$ cat config.mk
export PLATFORM = sky130hd
export DESIGN_NAME = mem_ctrl
export DESIGN_NICKNAME = d
export VERILOG_FILES = /design/src/rtl/mem_ctrl_pkg.sv /design/src/rtl/mem_ctrl_arb.sv /design/src/rtl/mem_ctrl.sv
export SDC_FILE = /design/constraint.sdc
export NUM_CORES = 1
export LEC_CHECK = 0
export BUFFER_PORTS_ARGS = -buffer_cell sky130_fd_sc_hd__buf_4
export CAP_MARGIN = 10
export CORE_MARGIN = 2
export CORE_UTILIZATION = 50
export CTS_BUF_LIST = sky130_fd_sc_hd__clkbuf_16
export DETAILED_ROUTE_END_ITERATION = 10
export GPL_TIMING_DRIVEN = 0
export PLACE_DENSITY_LB_ADDON = 0.05
export SETUP_SLACK_MARGIN = 0.15
export SLEW_MARGIN = 20
export SYNTH_ARGS = -nofsm -noshare
export SYNTH_HDL_FRONTEND = slang
export SYNTH_HIERARCHICAL = 1
export SYNTH_SLANG_ARGS = --single-unit
$ cat constraint.sdc
create_clock -name clk -period 3.7 [get_ports clk]
set_clock_uncertainty 0.05 [all_clocks]
set_input_delay 0.185 -clock clk [delete_from_list [all_inputs] [get_ports clk]]
set_output_delay 0.185 -clock clk [all_outputs]
set_load 0.05 [all_outputs]
$ cat src/rtl/mem_ctrl_pkg.sv
// mem_ctrl shared types: FSM states, ls_size codes and byte-count helper.
package mem_ctrl_pkg;

    typedef enum logic [1:0] {
        ST_IDLE,
        ST_FETCH,
        ST_LOAD,
        ST_STORE
    } state_t;

    localparam logic [1:0] SZ_BYTE  = 2'b00;
    localparam logic [1:0] SZ_HALF  = 2'b01;
    localparam logic [1:0] SZ_WORD  = 2'b10;
    localparam logic [1:0] SZ_DWORD = 2'b11;

    localparam int IF_BYTES = 4;

    localparam logic [31:0] ZERO_32 = '0;
    localparam logic [63:0] ZERO_64 = '0;

    // Doubleword falls back to word on 32-bit builds.
    function automatic logic [3:0] size_bytes(
        input logic [1:0] sz,
        input int         xlen
    );
        logic [3:0] n;
        case (sz)
            SZ_BYTE: n = 4'd1;
            SZ_HALF: n = 4'd2;
            SZ_WORD: n = 4'd4;
            default: n = (xlen == 64) ? 4'd8 : 4'd4;
        endcase
        return n;
    endfunction

endpackage

$ cat src/rtl/mem_ctrl_arb.sv
// mem_ctrl arbiter: IF vs LS grant with alternation on contention.
module mem_ctrl_arb
    import mem_ctrl_pkg::*;
(
    input  logic clk,
    input  logic rst,
    input  logic idle,
    input  logic if_req,
    input  logic ls_req,
    output logic gnt_if,
    output logic gnt_ls
);

    logic last_ls;

    always_comb begin
        gnt_ls = idle & ls_req & ~(if_req & last_ls);
        gnt_if = idle & if_req & ~gnt_ls;
    end

    always_ff @(posedge clk) begin
        if (!rst) begin
            last_ls <= 1'b0;
        end else if (gnt_ls) begin
            last_ls <= 1'b1;
        end else if (gnt_if) begin
            last_ls <= 1'b0;
        end
    end

endmodule

$ cat src/rtl/mem_ctrl.sv
// Byte-serial RAM controller sharing one 8-bit port between IF and LS.
// Define MEM_CTRL_IBUF_EN for a one-entry fetch buffer.
module mem_ctrl
    import mem_ctrl_pkg::*;
#(
    parameter int ADDR_WIDTH = 17,
    parameter int XLEN       = 32
) (
    input  logic                  clk,
    input  logic                  rst,
    input  logic                  if_req,
    input  logic [ADDR_WIDTH-1:0] if_addr,
    input  logic                  flush,
    output logic [31:0]           if_inst,
    output logic                  if_done,
    input  logic                  ls_req,
    input  logic                  ls_we,
    input  logic [1:0]            ls_size,
    input  logic [ADDR_WIDTH-1:0] ls_addr,
    input  logic [XLEN-1:0]       ls_wdata,
    output logic [XLEN-1:0]       ls_rdata,
    output logic                  ls_done,
    input  logic [7:0]            ram_din,
    output logic [7:0]            ram_dout,
    output logic [ADDR_WIDTH-1:0] ram_addr,
    output logic                  ram_wr
);

    localparam int NB = XLEN / 8;
    localparam int BW = $clog2(NB);

    state_t          state;
    logic [3:0]      cnt;
    logic [3:0]      len;
    logic [XLEN-1:0] sh_q;
    logic [XLEN-1:0] asm_w;
    logic [BW-1:0]   bidx;
    logic            if_ok;
    logic            hit;
    logic [31:0]     hit_inst;
    logic            gnt_if;
    logic            gnt_ls;
    logic            fetch_fin;

    assign if_ok     = if_req & ~flush;
    assign fetch_fin = (state == ST_FETCH) & ~flush & (cnt == len);

`ifdef MEM_CTRL_IBUF_EN
    logic [ADDR_WIDTH-1:0] ib_tag;
    logic [ADDR_WIDTH-1:0] base_q;
    logic [31:0]           ib_inst;
    logic                  ib_valid;

    assign hit = (state == ST_IDLE) & if_ok & ib_valid
               & (ib_tag == if_addr);
    assign hit_inst = ib_inst;

    always_ff @(posedge clk) begin
        if (!rst) begin
            ib_tag   <= '0;
            base_q   <= '0;
            ib_inst  <= ZERO_32;
            ib_valid <= 1'b0;
        end else begin
            if (gnt_if) begin
                base_q <= if_addr;
            end
            if (gnt_ls && ls_we) begin
                ib_valid <= 1'b0;
            end
            if (fetch_fin) begin
                ib_valid <= 1'b1;
                ib_tag   <= base_q;
                ib_inst  <= asm_w[31:0];
            end
        end
    end
`else
    assign hit      = 1'b0;
    assign hit_inst = ZERO_32;
`endif

    // A buffer hit never competes for the RAM port.
    mem_ctrl_arb u_arb (
        .clk    (clk),
        .rst    (rst),
        .idle   (state == ST_IDLE),
        .if_req (if_ok & ~hit),
        .ls_req (ls_req),
        .gnt_if (gnt_if),
        .gnt_ls (gnt_ls)
    );

    // Byte lane for the incoming RAM byte; cnt leads the data by one edge.
    always_comb begin
        bidx  = BW'(cnt - 4'd1);
        asm_w = sh_q;
        asm_w[{bidx, 3'b000} +: 8] = ram_din;
    end

    always_ff @(posedge clk) begin
        if (!rst) begin
            state    <= ST_IDLE;
            cnt      <= '0;
            len      <= '0;
            sh_q     <= '0;
            if_inst  <= ZERO_32;
            ls_rdata <= ZERO_64[XLEN-1:0];
            ram_addr <= '0;
            ram_dout <= '0;
            if_done  <= 1'b0;
            ls_done  <= 1'b0;
            ram_wr   <= 1'b0;
        end else begin
            if_done <= 1'b0;
            ls_done <= 1'b0;
            unique case (state)
                ST_IDLE: begin
                    ram_wr <= 1'b0;
                    if (hit) begin
                        if_done <= 1'b1;
                        if_inst <= hit_inst;
                    end
                    if (gnt_ls) begin
                        len      <= size_bytes(ls_size, XLEN);
                        ram_addr <= ls_addr;
                        cnt      <= '0;
                        if (ls_we) begin
                            state    <= ST_STORE;
                            ram_wr   <= 1'b1;
                            ram_dout <= ls_wdata[7:0];
                            sh_q     <= ls_wdata >> 8;
                        end else begin
                            state <= ST_LOAD;
                            sh_q  <= '0;
                        end
                    end else if (gnt_if) begin
                        state    <= ST_FETCH;
                        len      <= 4'(IF_BYTES);
                        ram_addr <= if_addr;
                        cnt      <= '0;
                        sh_q     <= '0;
                    end
                end
                ST_FETCH, ST_LOAD: begin
                    if (state == ST_FETCH && flush) begin
                        state <= ST_IDLE;
                    end else begin
                        if (cnt != 4'd0) begin
                            sh_q <= asm_w;
                        end
                        if (cnt + 4'd1 < len) begin
                            ram_addr <= ram_addr + 1'b1;
                        end
                        if (cnt == len) begin
                            state <= ST_IDLE;
                            if (state == ST_FETCH) begin
                                if_done <= 1'b1;
                                if_inst <= asm_w[31:0];
                            end else begin
                                ls_done  <= 1'b1;
                                ls_rdata <= asm_w;
                            end
                        end else begin
                            cnt <= cnt + 4'd1;
                        end
                    end
                end
                ST_STORE: begin
                    if (cnt + 4'd1 == len) begin
                        state   <= ST_IDLE;
                        ram_wr  <= 1'b0;
                        ls_done <= 1'b1;
                    end else begin
                        cnt      <= cnt + 4'd1;
                        ram_addr <= ram_addr + 1'b1;
                        ram_dout <= sh_q[7:0];
                        sh_q     <= sh_q >> 8;
                    end
                end
                default: state <= ST_IDLE;
            endcase
        end
    end

endmodule
### Word level (Yosys, flattened, before mapping)

Index checks and enable logic that the tools add are counted.

| operators by class | value |
|---|---|
| muxes and demuxes | 46 |
| reductions and logical operators | 17 |
| shift-type cells | 2 |
| bitwise logic cells | 14 |
| $add $sub $neg | 4 |
| $lt $le $gt $ge | 1 |
| eq/ne operators | 16 |

Operators by type and width:

| operator | count |
|---|---|
| two-way mux 32 bit | 5 |
| one-hot mux 32 bit (3 select lines) | 1 |
| two-way mux 17 bit | 5 |
| one-hot mux 17 bit (3 select lines) | 1 |
| bitwise mux 32 bit | 1 |
| variable shift 8 x 7 -> 32 bit, first input constant | 1 |
| indexed part select 8 x 7 -> 32 bit | 1 |
| two-way mux 4 bit | 7 |
| two-way mux 24 bit | 1 |
| two-way mux 8 bit | 3 |
| AND reduction 4 bit | 6 |
| adder 17 x 1 -> 17 bit, second input constant | 1 |
| != test 2 bit, second input constant | 8 |
| one-hot mux 8 bit (2 select lines) | 1 |
| one-hot mux 4 bit (3 select lines) | 1 |
| two-way mux 1 bit | 11 |
| two-way mux 2 bit | 5 |
| == test 4 bit | 2 |
| NOT 1 bit | 8 |
| negation 5 -> 7 bit | 1 |
| AND 1 bit | 6 |
| != test 3 bit, second input constant | 2 |
| one-hot mux 2 bit (3 select lines) | 1 |
| one-hot mux 3 bit (2 select lines) | 1 |
| 14 further kinds | 20 |

| storage, ports and cells | value |
|---|---|
| input port bits | 82 |
| logic and storage cells | 112 |
| flip-flop bits (word level) | 135 |

### Depth between registers and ports, before layout

| logic depth | value |
|---|---|
| depth after elaboration | 10 |
| mapped depth | 12 |
| mapped depth without buffers | 9 |

### Hierarchy

Netlist, hierarchy kept.

Modules (own cells, without submodules):

| module | area each (µm²) | instances | cells each | sequential area each (µm²) |
|---|---|---|---|---|
| mem_ctrl | 6608.8 | 1 | 779 | 2662.6 |
| mem_ctrl_arb | 58.8 | 1 | 9 | 20.0 |

### Worst setup path before layout

Ideal clock, no wire load.

| timing path | value |
|---|---|
| path kind | register to register |
| start | register cnt[0] |
| end | register ram_addr[14] |
| cell stages (with the launch flop) | 12 |
| setup time | 0.133 ns |
| required time | 3.517 ns |
| slack | 0.739 ns |
| period minus slack after synthesis | 2.961 ns |
| data arrival time | 2.779 ns |
| cells stage by stage | dfxtp_1 buf_2 clkbuf_1 inv_1 ha_1 ha_1 nor2b_1 o21a_1 o31a_2 buf_2 nor3_1 o32ai_1 |

| on the way | value |
|---|---|
| word-level cells in the longest chain between the ends | 4 |

Ends and longest elaborated chain:

| element | RTL line | source |
|---|---|---|
| start, declared | mem_ctrl.sv:33 | `logic [3:0] cnt;` |
| start signal, assigned | mem_ctrl.sv:165 | `cnt <= cnt + 4'd1;` |
| start signal, assigned | mem_ctrl.sv:175 | `cnt <= cnt + 4'd1;` |
| adder 4 x 1 -> 4 bit * | mem_ctrl.sv:152, mem_ctrl.sv:170 |  |
| less-than comparator 4 bit or == test 4 bit (tied branches) | mem_ctrl.sv:152, mem_ctrl.sv:170 |  |
| != test 2 bit (no line) | -- |  |
| AND reduction 4 bit (no line) * | -- |  |
| end signal, assigned | mem_ctrl.sv:140 | `ram_addr <= if_addr;` |
| end signal, assigned | mem_ctrl.sv:153 | `ram_addr <= ram_addr + 1'b1;` |
| end signal, assigned | mem_ctrl.sv:176 | `ram_addr <= ram_addr + 1'b1;` |
| end, declared | mem_ctrl.sv:25 | `output logic [ADDR_WIDTH-1:0] ram_addr,` |

Mark *: on every way between the ends. The rest lies on a longest branch, timed or not.
A chain may end at the register's enable or synchronous reset.

### Worst setup path after layout

| timing path | value |
|---|---|
| start | register cnt[0] |
| end | register ram_addr[8] |

Same word-level chain as after synthesis.

==> out/summary.log <==
INFO  route          m1WireLength=9.97mm
INFO  placement      globalplace.congestion=0.925
INFO  timing         rsz0062_at_grt=true
INFO  final_layout   area_of_the_multi_input_gates=0.00365mm2
INFO  global_routing grt_pass1_vias=6,182
INFO  global_routing grt_remaining_overflow=0
INFO  power_and_ir_drop cellPowerDensity=961mW/mm2
INFO  global_routing globalRouteTotalUtil=29.4%
INFO  route          routed_wirelength=21.2mm
INFO  synthesis      synth_most_common_cell=sky130_fd_sc_hd__nor2_1
INFO  cts            clock_tree.buffer_depth=2
INFO  synthesis      netlist_top_cells_count=sky130_fd_sc_hd__nor2_1, sky130_fd_sc_hd__dfxtp_1, sky130_fd_sc_hd__a211oi_1
INFO  synthesis      ys_ff_latch=134
INFO  hold_path      timing.hold.worst_endpoint=sh_q[21]$_SDFFE_PN0P_
INFO  synthesis      post_synth_main_area_contributors=sky130_fd_sc_hd__dfxtp_1, sky130_fd_sc_hd__nor2_1, sky130_fd_sc_hd__a211oi_1
INFO  critical_path  end_kind=flip-flop
INFO  run_status     status=completed
INFO  route          routed.top_layer=met4
INFO  route          vias=6,831
INFO  timing         tns=0ps
INFO  final_layout   areaGrowthSynthToFinish=31.4%
INFO  synthesis      ys.warnings.count=6
INFO  synthesis      synth-edff-count=0
INFO  timing         min_clock_period_post_route=3520ps
INFO  global_routing grt_max_degree=17
INFO  global_routing grt_first_pass_wirelength=33.1mm
INFO  synthesis      syn_avg_cell_area=8.46um2
INFO  die            num_io_pins=174
INFO  placement      placed_area=0.00819mm2
INFO  final_layout   regArea=0.00268mm2
INFO  cts            h_tree_depth=4
INFO  die            die_area=0.0143mm2
INFO  critical_path  reg2regPathDepth=10
INFO  cts            cts-root-buf=sky130_fd_sc_hd__clkbuf_16
INFO  final_layout   design_area=0.00876mm2
INFO  critical_path  cpPeakStageDelay=620ps
INFO  final_layout   final_nets=1,081
INFO  route          routedWlPerCell=18.1um
INFO  critical_path  critPathKind=reg -> reg
INFO  cts            clock_sinks=134
INFO  final_layout   n_fill_cell=1,209
INFO  timing         timing.slew.headroom=53.1%
INFO  hold_path      min_from=ls_wdata[29]
INFO  critical_path  critical_path_arrival=3780ps
INFO  final_layout   n_antenna_cell=0
INFO  route          met2_length=9.31mm
INFO  synthesis      dominantRegCellSynth=sky130_fd_sc_hd__dfxtp_1
INFO  die            die_extent_in_x=119um
INFO  timing         finalMaxSlewViolations=0
INFO  synthesis      synth_seq_area_share=40.2%
INFO  synthesis      syn_area=0.00667mm2
INFO  critical_path  required=3960ps
INFO  timing         final_hold_viol_count=0
INFO  timing         worstMarginPinSlew=702ps
INFO  cts            clock_pin_transition_on_the_worst_setup_and_hold_timing_paths=60ps
INFO  synthesis      yosys.cell_types.count=66
INFO  critical_path  critical-path-top-delay-family=buffers and inverters
INFO  route          drc=0
INFO  cts            clock_latency=410ps
INFO  hold_path      hold_path_depth=3
INFO  final_layout   drive_above_1_share=26.9%
INFO  critical_path  critical_path.reg2reg.startpoint=cnt[0]$_SDFFE_PN0P_
INFO  placement      hpwl=15.7mm
INFO  timing         maxClockFrequency=284MHz
INFO  synthesis      syn_nets=884
INFO  placement      port_buffers=173
INFO  global_routing antenna_found_initial=0
INFO  route          detail-route-antenna-nets=0
INFO  cts            tritoncts=built
INFO  critical_path  critical_path.reg2reg.endpoint=ram_addr[8]$_SDFFE_PN0P_
INFO  critical_path  timing.critical_path.fanout_max=10
INFO  critical_path  crit_chain=buf_2, clkbuf_2, inv_1, ha_1, ha_1, nand4_1, o21ai_1, buf_2, a211oi_1, o32ai_1
INFO  cts            cts_inserted_buffers=17
INFO  job            maxCapViolCount=0
INFO  die            floorplan.initialDensity=50.8%
INFO  critical_path  cp-start-kind=flip-flop
INFO  critical_path  critical_path.n_buffers_inverters=4
INFO  timing         min_period_over_period=95.0%
INFO  timing         fin_hold_ws=31.6ps
INFO  synthesis      synth_top_area_share=40.2%
INFO  die            floorplan.rows=42
INFO  critical_path  critical-path-slowest-cell=sky130_fd_sc_hd__o21ai_1
INFO  power_and_ir_drop power.leakage=3.41nW
INFO  timing         finalSetupViolCount=0
INFO  critical_path  rrSetupSlack=180ps
INFO  synthesis      synthArstFlopShare=0%
INFO  route          detailroute.wirelength.met3=1.60mm
INFO  route          drt_iter0_markers=637
INFO  route          detail_route.vias_per_cell=5.82
INFO  synthesis      synthesis.instances=788
INFO  power_and_ir_drop power.ir.vdd_worst=0.474mV
INFO  synthesis      netlist.top_cell.by_area=sky130_fd_sc_hd__dfxtp_1
INFO  hold_path      worstHoldPathType=in -> reg
INFO  die            placeableCoreArea=0.0131mm2
INFO  die            fp.dieH=119um
INFO  route          drt_first_pass_iters=5
flip-flops by register name, indices dropped and copies added, names as in the netlist:
name / cells
cnt: 4
if_done: 1
if_inst: 32
len: 3
ls_done: 1
ls_rdata: 32
ram_addr: 17
ram_dout: 8
ram_wr: 1
sh_q: 32
state: 2
u_arb/last_ls: 1
worst reg2reg max path: cells and delay by family, from the launching register on:
family / cells / cell delay [ps]
AOI/OAI and AO/OA: 3 / 890
adders and majority gates: 2 / 770
buffers and inverters: 4 / 970
DFF: 1 / 480
and+or+nand+nor: 1 / 250
worst max-delay path by stage:
stage | slack (ps) | cells after the start | endpoint | start
2_1_floorplan | 740 | 11 | ram_addr[14]$_SDFFE_PN0P_ | cnt[0]$_SDFFE_PN0P_
3_3_place_gp | 270 | 10 | ram_addr[8]$_SDFFE_PN0P_ | cnt[0]$_SDFFE_PN0P_
3_5_place_dp | 240 | 10 | ram_addr[8]$_SDFFE_PN0P_ | cnt[0]$_SDFFE_PN0P_
4_1_cts | 210 | 11 | sh_q[27]$_SDFFE_PN0P_ | cnt[0]$_SDFFE_PN0P_
5_1_grt | 130 | 10 | ram_addr[8]$_SDFFE_PN0P_ | cnt[0]$_SDFFE_PN0P_
6_report | 180 | 10 | ram_addr[8]$_SDFFE_PN0P_ | cnt[0]$_SDFFE_PN0P_
final cells by class:
cell class	count	area share, %
multi-input cells	574	41.7
flip-flops and latches	134	30.6
repair buffers	178	15.3
clock buffers	17	4.85
plain buffers	63	3.23
well taps	176	2.51
clock inverters	14	1.10
inverters	17	0.728
logic make-up after synthesis:
group | after synthesis | synth area share [%]
AO/OA/AOI/OAI | 245 | 26.7
XOR/XNOR | 4 | 0.638
adder cells (fa/ha/maj) | 14 | 2.63
buffers and inverters | 80 | 5.14
flip-flops | 134 | 40.2
multiplexers | 29 | 4.47
AND/OR/NAND/NOR | 282 | 20.2
stage by stage:
step	setup WS (ps)	cells	total power, mW	utilization, %
CTS	207	1170	8.31	66.4
global placement	270	1137	6.76	62.3
detailed placement	236	1137	6.79	62.3
floorplan	739	788	5.47	-
finish	185	1173	8.42	66.7
global route	129	1173	8.88	66.7
metal layers:
layer	vias to the layer above	global-route usage, %
li1	3295	-
met1	3217	42.9
met2	291	43.7
met3	28	7.28
met4	0	6.47
met5	-	0
power breakdown:
group	total (mW)	switching, mW	internal [mW]
clock	1.53	0.632	0.899
combinational	4.65	3.15	1.50
sequential	2.23	0.345	1.89
repair_timing:
| action | 4_1_cts | 5_1_grt |
|---|---|---|
| setup buffers | 0 | 3 |
| endpoints found under the setup margin | 0 | 34 |
| hold buffers | 2 | 0 |
| resized for setup | 0 | 4 |
| hold endpoints to repair | 2 | 0 |
cell usage in the layout, fill, tap and decap left out, types with 14 or more instances in the layout:
cell type / instances
sky130_fd_sc_hd__a211oi_1: 57
sky130_fd_sc_hd__a211oi_2: 20
sky130_fd_sc_hd__a21oi_1: 56
sky130_fd_sc_hd__a22oi_1: 17
sky130_fd_sc_hd__buf_2: 18
sky130_fd_sc_hd__buf_4: 179
sky130_fd_sc_hd__clkbuf_1: 38
sky130_fd_sc_hd__clkbuf_16: 17
sky130_fd_sc_hd__dfxtp_1: 134
sky130_fd_sc_hd__ha_1: 14
sky130_fd_sc_hd__inv_1: 19
sky130_fd_sc_hd__mux2i_1: 23
sky130_fd_sc_hd__nand2_1: 33
sky130_fd_sc_hd__nor2_1: 139
sky130_fd_sc_hd__nor2b_1: 29
sky130_fd_sc_hd__nor3_1: 31
sky130_fd_sc_hd__o21ai_0: 33
No activity file was read; power rests on OpenSTA's default activity.
